===== src/rtl/cic_interp_if.sv =====
// Valid/ready sample bus for the CIC interpolator: low-rate input strobe side plus high-rate output side.
interface cic_interp_if #(
  parameter int unsigned INPUT_WIDTH  = 14,
  parameter int unsigned OUTPUT_WIDTH = 14
);
  logic signed [INPUT_WIDTH-1:0]  in_data;
  logic                           in_valid;
  logic                           in_ready;
  logic signed [OUTPUT_WIDTH-1:0] out_data;
  logic                           out_valid;
  logic                           underrun;

  modport master (
    output in_data, in_valid,
    input  in_ready, out_data, out_valid, underrun
  );

  modport slave (
    input  in_data, in_valid,
    output in_ready, out_data, out_valid, underrun
  );
endinterface


===== src/rtl/cic_interp.sv =====
// N-stage CIC interpolator: strobed low-rate input, zero-stuff by R, one output per clock.
// Optional macro CIC_INTERP_ROUND_EN: round half up instead of truncating when the output is narrowed.
module cic_interp #(
  parameter int unsigned N            = 2,
  parameter int unsigned R            = 16,
  parameter int unsigned INPUT_WIDTH  = 14,
  parameter int unsigned OUTPUT_WIDTH = 14
) (
  input  logic       clk,
  input  logic       rst,
  cic_interp_if.slave bus
);
  localparam int unsigned LOG2R = $clog2(R);
  localparam int unsigned W     = INPUT_WIDTH + N * LOG2R + 1;
  localparam int unsigned G     = INPUT_WIDTH + (N - 1) * LOG2R;
  localparam int          SHIFT = int'(G) - int'(OUTPUT_WIDTH);

  logic [LOG2R-1:0]               phase;
  logic [LOG2R-1:0]               phase_nxt;
  logic                           ready_q;
  logic                           strobe_d;
  logic                           valid_q;
  logic                           underrun_q;
  logic signed [W-1:0]            x_c;
  logic signed [W-1:0]            comb [N+1];
  logic signed [W-1:0]            dly  [N];
  logic signed [W-1:0]            stuff;
  logic signed [W-1:0]            integ [N];
  logic signed [OUTPUT_WIDTH-1:0] scaled_c;
  logic signed [OUTPUT_WIDTH-1:0] out_q;

  // R is a power of two, so the phase counter wraps naturally at R-1.
  assign phase_nxt = phase + LOG2R'(1);
  assign x_c       = bus.in_valid ? W'(bus.in_data) : '0;

  if (SHIFT > 0) begin : g_shr
`ifdef CIC_INTERP_ROUND_EN
    localparam logic signed [W-1:0] HALF = W'(1) << (SHIFT - 1);
    logic signed [W-1:0] biased_c;
    assign biased_c = integ[N-1] + HALF;
    assign scaled_c = OUTPUT_WIDTH'(biased_c >>> SHIFT);
`else
    assign scaled_c = OUTPUT_WIDTH'(integ[N-1] >>> SHIFT);
`endif
  end else if (SHIFT < 0) begin : g_shl
    logic signed [G-1:0] full_c;
    assign full_c   = G'(integ[N-1]);
    assign scaled_c = OUTPUT_WIDTH'(full_c) <<< (int'(OUTPUT_WIDTH) - int'(G));
  end else begin : g_pass
    assign scaled_c = OUTPUT_WIDTH'(integ[N-1]);
  end

  // Strobe timing, comb section (strobe edges only), stuffer, integrators and output register.
  always_ff @(posedge clk) begin
    if (rst) begin
      phase      <= '0;
      ready_q    <= 1'b0;
      strobe_d   <= 1'b0;
      valid_q    <= 1'b0;
      underrun_q <= 1'b0;
      stuff      <= '0;
      out_q      <= '0;
      for (int k = 0; k <= int'(N); k++) comb[k] <= '0;
      for (int k = 0; k < int'(N); k++) begin
        dly[k]   <= '0;
        integ[k] <= '0;
      end
    end else begin
      phase    <= phase_nxt;
      ready_q  <= (phase_nxt == LOG2R'(R - 1));
      strobe_d <= ready_q;
      valid_q  <= 1'b1;
      if (ready_q) begin
        comb[0] <= x_c;
        for (int k = 1; k <= int'(N); k++) begin
          comb[k]  <= comb[k-1] - dly[k-1];
          dly[k-1] <= comb[k-1];
        end
        if (!bus.in_valid) underrun_q <= 1'b1;
      end
      stuff    <= strobe_d ? comb[N] : '0;
      integ[0] <= integ[0] + stuff;
      for (int k = 1; k < int'(N); k++) integ[k] <= integ[k] + integ[k-1];
      out_q    <= scaled_c;
    end
  end

  assign bus.in_ready  = ready_q;
  assign bus.out_valid = valid_q;
  assign bus.underrun  = underrun_q;
  assign bus.out_data  = out_q;
endmodule


===== src/flat_wrapper.sv =====
// flat-port wrapper written by rule: the top's interface ports become plain ports
module cic_interp_flat 
#(
  parameter int unsigned N            = 2,
  parameter int unsigned R            = 16,
  parameter int unsigned INPUT_WIDTH  = 14,
  parameter int unsigned OUTPUT_WIDTH = 14
)
  (clk, rst, bus_in_data, bus_in_valid, bus_in_ready, bus_out_data, bus_out_valid, bus_underrun);
  cic_interp_if #(.INPUT_WIDTH(INPUT_WIDTH), .OUTPUT_WIDTH(OUTPUT_WIDTH)) bus_i ();
  input  logic clk;
  input  logic rst;
  input wire logic [$bits(bus_i.in_data)-1:0] bus_in_data;
  input wire logic [$bits(bus_i.in_valid)-1:0] bus_in_valid;
  output wire logic [$bits(bus_i.in_ready)-1:0] bus_in_ready;
  output wire logic [$bits(bus_i.out_data)-1:0] bus_out_data;
  output wire logic [$bits(bus_i.out_valid)-1:0] bus_out_valid;
  output wire logic [$bits(bus_i.underrun)-1:0] bus_underrun;
  assign bus_i.in_data = bus_in_data;
  assign bus_i.in_valid = bus_in_valid;
  assign bus_in_ready = bus_i.in_ready;
  assign bus_out_data = bus_i.out_data;
  assign bus_out_valid = bus_i.out_valid;
  assign bus_underrun = bus_i.underrun;
  cic_interp #(.N(N), .R(R), .INPUT_WIDTH(INPUT_WIDTH), .OUTPUT_WIDTH(OUTPUT_WIDTH)) u_core (.clk(clk), .rst(rst), .bus(bus_i));
endmodule

===== config.mk =====
export PLATFORM = sky130hd
export DESIGN_NAME = cic_interp_flat
export DESIGN_NICKNAME = d
export VERILOG_FILES = /design/src/rtl/cic_interp_if.sv /design/src/rtl/cic_interp.sv /design/src/flat_wrapper.sv
export SDC_FILE = /design/constraint.sdc
export NUM_CORES = 1
export LEC_CHECK = 0
export BUFFER_PORTS_ARGS = -buffer_cell sky130_fd_sc_hd__buf_4
export CORE_MARGIN = 4
export CORE_UTILIZATION = 35
export CTS_CLUSTER_DIAMETER = 200
export CTS_CLUSTER_SIZE = 25
export DETAILED_ROUTE_END_ITERATION = 8
export GPL_TIMING_DRIVEN = 0
export HOLD_SLACK_MARGIN = 0.02
export SYNTH_ARGS = -nofsm -noshare
export SYNTH_HDL_FRONTEND = slang
export SYNTH_SLANG_ARGS = --single-unit
export TNS_END_PERCENT = 20

===== constraint.sdc =====
create_clock -name clk -period 7.06 [get_ports clk]
set_input_delay 0.706 -clock clk [delete_from_list [all_inputs] [get_ports clk]]
set_output_delay 0.706 -clock clk [all_outputs]
set_load 0.02 [all_outputs]

Word level (Yosys, flattened, before mapping)
Memory sizes are Yosys's and may differ from the RTL's. A register that Yosys moved wholly into a read port is not among the register bits.
Index checks and enable logic that the tools add are counted.
{"block": "totals", "reg_bits": 22, "ramBits": 161, "input_bits": 17, "out_inout_bits": 17, "wordCells": 40, "memories": 3}
{"block": "op_classes", "addsub": 5, "eq_ne": 1, "n_mux": 14, "bitwise_logic": 9, "n_reduce_logical": 2}
{"name": "u_core.comb", "words": 3, "width": 23, "rd": 3, "rd_ports_with_merged_regs": 1, "write_ports": 3, "line": "cic_interp.sv:25", "source": "logic signed [W-1:0] comb [N+1];"}
{"name": "u_core.dly", "words": 2, "width": 23, "rd": 2, "rd_ports_with_merged_regs": 0, "write_ports": 2, "line": "cic_interp.sv:26", "source": "logic signed [W-1:0] dly [N];"}
{"name": "u_core.integ", "words": 2, "width": 23, "rd": 2, "rd_ports_with_merged_regs": 0, "write_ports": 2, "line": "cic_interp.sv:28", "source": "logic signed [W-1:0] integ [N];"}
{"op": "two-way mux 23 bit", "count": 8}
{"op": "adder 23 bit", "count": 2}
{"op": "subtractor 23 bit", "count": 2}
{"op": "bitwise OR 1 bit", "count": 7}
{"op": "two-way mux 1 bit", "count": 6}
{"op": "adder 4 x 1 -> 4 bit, second input constant", "count": 1}
{"op": "== test 4 bit, second input constant", "count": 1}
{"op": "NOT 1 bit", "count": 2}
{"op": "AND reduction 2 bit", "count": 1}
{"op": "OR reduction 2 bit", "count": 1}

Depth between registers and ports, before layout
{"block": "logic_depth", "word_depth": 4, "depth_mapped": 10}

Least setup slack after synthesis
No wires, ideal clock.
{"block": "synth_path", "path_kind": "input to register", "start": "input port rst", "end": "memory u_core.comb[0][0] (netlist bit) (enable)", "setup_time_ps": 405, "t_arrival_ps": 2644, "slack_ps": 4011, "cell_stages": 4, "path_buffers": 3, "path_cell_list": "clkbuf_1 -> clkbuf_1 -> buf_1 -> or2_2"}
{"element": "start, declared", "line": "flat_wrapper.sv:12", "source": "input logic rst;"}
{"element": "end, declared", "line": "cic_interp.sv:25"}

==> key figures <==
Outcome
  • Status: completed

Route
  • First-pass detailed-route iteration total: 4
  • Post-DRT Antenna Nets: 0
  • Detailed Route Iter0 Violations: 231
  • DR WL/cell: 12.59 µm
  • DR vias/cell: 4.762
  • Routed via count: 5,400
  • Total wire length: 14,270 µm
  • Residual DRC: 0

STA
  • Fmax: 349.8 MHz
  • Setup TNS: 0 ns
  • Max_slew headroom: 56.95%
  • Post-Route Skew: 0.01078 ns
  • Hold Fails Final Rpt: 0
  • Tmin final: 2.859 ns
  • Final Cycle Share: 40.49%
  • Count of final setup violators: 0
  • Max-slew violation count: 0
  • Worst-margin pin slew: 0.6458 ns
  • Unrepaired setup endpoints after global routing: false

Placement
  • GP Congestion: 0.8965
  • HPWL Detailed: 10,510 µm
  • Buffers added on ports: 33

Yosys
  • Most common cell in the netlist: edfxtp_1
  • Top cell type's share of synthesized area: 30.46%
  • Avg Cell Area, Syn: 10.31 µm²
  • Yosys top cell by area: edfxtp_1
  • EDFF count, synth: 82
  • Syn nets: 872
  • Area of the mapped netlist: 8084 µm²
  • Most frequent cells after synthesis: edfxtp_1, dfxtp_1, nor2_1
  • Flop and latch count out of synthesis: 158
  • Mapped Cells: 784
  • FFs w/ async S/R, synth: 0%
  • Synth Flop Type: edfxtp_1
  • Top cells by area, synth: edfxtp_1, dfxtp_1, ha_1
  • Synth warnings: 0
  • Post-synthesis sequential area ratio: 49.28%
  • Synth unique cells: 52

Finish
  • Final #Nets: 925
  • Filler instances: 2,185
  • Area Growth Syn to Fin: 15.38%
  • Layout cells sized above 1: 8.834%
  • ANT cells: 0

Clock network
  • Clock buffer count from CTS: 17
  • Clk Latency, worst-skew pair: 0.42 ns
  • CTS tree: yes
  • Clock root buffer: clkbuf_16
  • Hold-fix buffers at CTS: 0
  • Num Clock Sinks: 158
  • Resized Gates After CTS: 0
  • CTS clk-pin slew, worst paths: 0.06 ns
  • Post-CTS Setup Repair Bufs: 0
  • Htree depth: 4
  • Clock Tree Buf Depth: 2

Setup path
  • Crit. End Element: flip-flop
  • Critical-path top delay cell: buf_1
  • Crit path arrival time: 2.94 ns
  • CP Class: in -> reg
  • CP max stage delay: 0.56 ns
  • Most numerous cell on the critical path: clkbuf_1
  • Worst setup SP type: primary input
  • Critical Path Fanout Max: 65
  • Worst Path Required: 7.15 ns
  • Cell Chain, Critical Path: buf_4, clkbuf_1, clkbuf_1, buf_1, or2_4, buf_16

Floorplanning
  • Core Box Area: 22,710 µm²
  • Starting Density: 35.60%
  • Ports: 34
  • Full die area: 25,590 µm²
  • Die Ht: 160.0 µm
  • Die Span X: 160.0 µm
  • # rows: 55

Job
  • Max Cap Violations: 0

Power
  • Peak supply drop: 0.0001473 V
  • Leakage: 3.951 nW
  • Final Total Pwr: 0.002042 W
  • PwrDens: 218.9 nW/µm²

GRT
  • GRT Overall Usage: 11.86%
  • Remaining Overflow, GRT: 0
  • First-pass GRT wire length: 24,900 µm
  • Vias in the first global route: 5,333
  • Initial antenna violation count: 0
  • Largest net degree at the start of global routing: 66

Min path
  • Min-Delay Path Class: reg -> reg
==> metal layers <==
layer	share of wire [%]	track usage, %	routed length, µm
met5	0	0	0
met2	47	20.08	6770
met1	47	14.80	6664
met4	1.8	3.911	254
met3	4.1	3.045	583
==> layout make-up <==
| type | count | area [µm²] | share of cell area [%] |
|---|---|---|---|
| clock inverters | 6 | 67.56 | 0.7243 |
| repair buffers | 34 | 275.3 | 2.951 |
| well taps | 285 | 356.6 | 3.823 |
| multi-input cells | 554 | 3832 | 41.09 |
| clock buffers | 25 | 541.8 | 5.808 |
| plain buffers | 20 | 75.07 | 0.8048 |
| flip-flops and latches | 158 | 3984 | 42.71 |
| inverters | 52 | 195.2 | 2.093 |
==> cells by family after synthesis <==
| group | count (synthesis) | share of synthesized area [%] |
|---|---|---|
| xor gates and xnor gates | 38 | 4.117 |
| muxes | 7 | 0.9595 |
| DFF | 158 | 49.28 |
| AOI/OAI and AO/OA | 168 | 13.62 |
| adders and majority gates | 71 | 11.36 |
| buffers and inverters | 72 | 3.343 |
| and+or+nand+nor | 270 | 17.32 |
==> critical path: cells and delay by family <==
family / cells / cell delay [ns]
AND/OR/NAND/NOR: 1 / 0.41
buffers and inverters: 5 / 1.75
==> worst paths after layout <==
path	startpoint	to	slack, ns	depth (start not counted)
worst min register to register	u_core.comb[2][13]	u_core.stuff[13]	0.44	1
worst max register to register	u_core.comb[0][0]	u_core.comb[1][14]	4.38	10
worst min-delay path	u_core.comb[2][13]	u_core.stuff[13]	0.44	1
worst max-delay path	rst	u_core.comb[1][17]	4.20	6
==> report_power, final <==
| group | switching (W) | internal (W) | total, W |
|---|---|---|---|
| clock network | 0.000360 | 0.000571 | 0.000930 |
| logic | 0.0000722 | 0.0000516 | 0.000124 |
| registers | 0.00000699 | 0.000981 | 0.000988 |
| total | 0.000439 | 0.00160 | 0.00204 |
==> cells in the final DEF, fill, tap and decap left out, types with 4 or more instances in the layout <==
| master | netlist | layout |
|---|---|---|
| edfxtp_1 | 82 | 82 |
| dfxtp_1 | 76 | 76 |
| nor2_1 | 69 | 69 |
| ha_1 | 67 | 67 |
| and2_1 | 54 | 54 |
| inv_1 | 52 | 52 |
| a21oi_1 | 52 | 52 |
| nand2_1 | 34 | 34 |
| buf_4 | 0 | 33 |
| nor3_1 | 31 | 31 |
| nor2b_1 | 27 | 27 |
| xnor2_1 | 27 | 27 |
| o21ai_0 | 27 | 27 |
| a21o_1 | 21 | 21 |
| clkbuf_16 | 0 | 20 |
| and3_1 | 19 | 19 |
| o21a_1 | 18 | 18 |
| clkbuf_1 | 16 | 17 |
| nand3_1 | 12 | 12 |
| xor2_1 | 11 | 11 |
| a211oi_1 | 10 | 10 |
| nand2b_1 | 6 | 6 |
| mux2_2 | 6 | 6 |
| o211ai_1 | 5 | 5 |
| buf_1 | 4 | 4 |
| o22ai_1 | 4 | 4 |
| o21bai_1 | 4 | 4 |
| nor3b_1 | 4 | 4 |
| o31a_1 | 4 | 4 |
| fa_1 | 4 | 4 |
==> flip-flops by register name, indices dropped and copies added, names as in the netlist <==
register	flops
u_core.bus.in_ready	1
u_core.bus.out_data	14
u_core.bus.out_valid	1
u_core.bus.underrun	1
u_core.comb	50
u_core.dly	32
u_core.integ	36
u_core.phase	4
u_core.strobe_d	1
u_core.stuff	18
==> through the flow <==
stage / area (µm²) / utilization [%] / std cells / setup slack [ns] / hold slack [ns]
floorplan: 8084 / - / 784 / 4.011 / 0.4203
global placement: 8688 / 38.26 / 1102 / 2.875 / 0.4227
detailed placement: 8718 / 38.39 / 1103 / 3.732 / 0.4245
CTS: 9328 / 41.07 / 1134 / 4.188 / 0.4381
global route: 9328 / 41.07 / 1134 / 4.029 / 0.4602
finish: 9328 / 41.07 / 1134 / 4.201 / 0.4367
No activity file was read; power rests on OpenSTA's default activity.
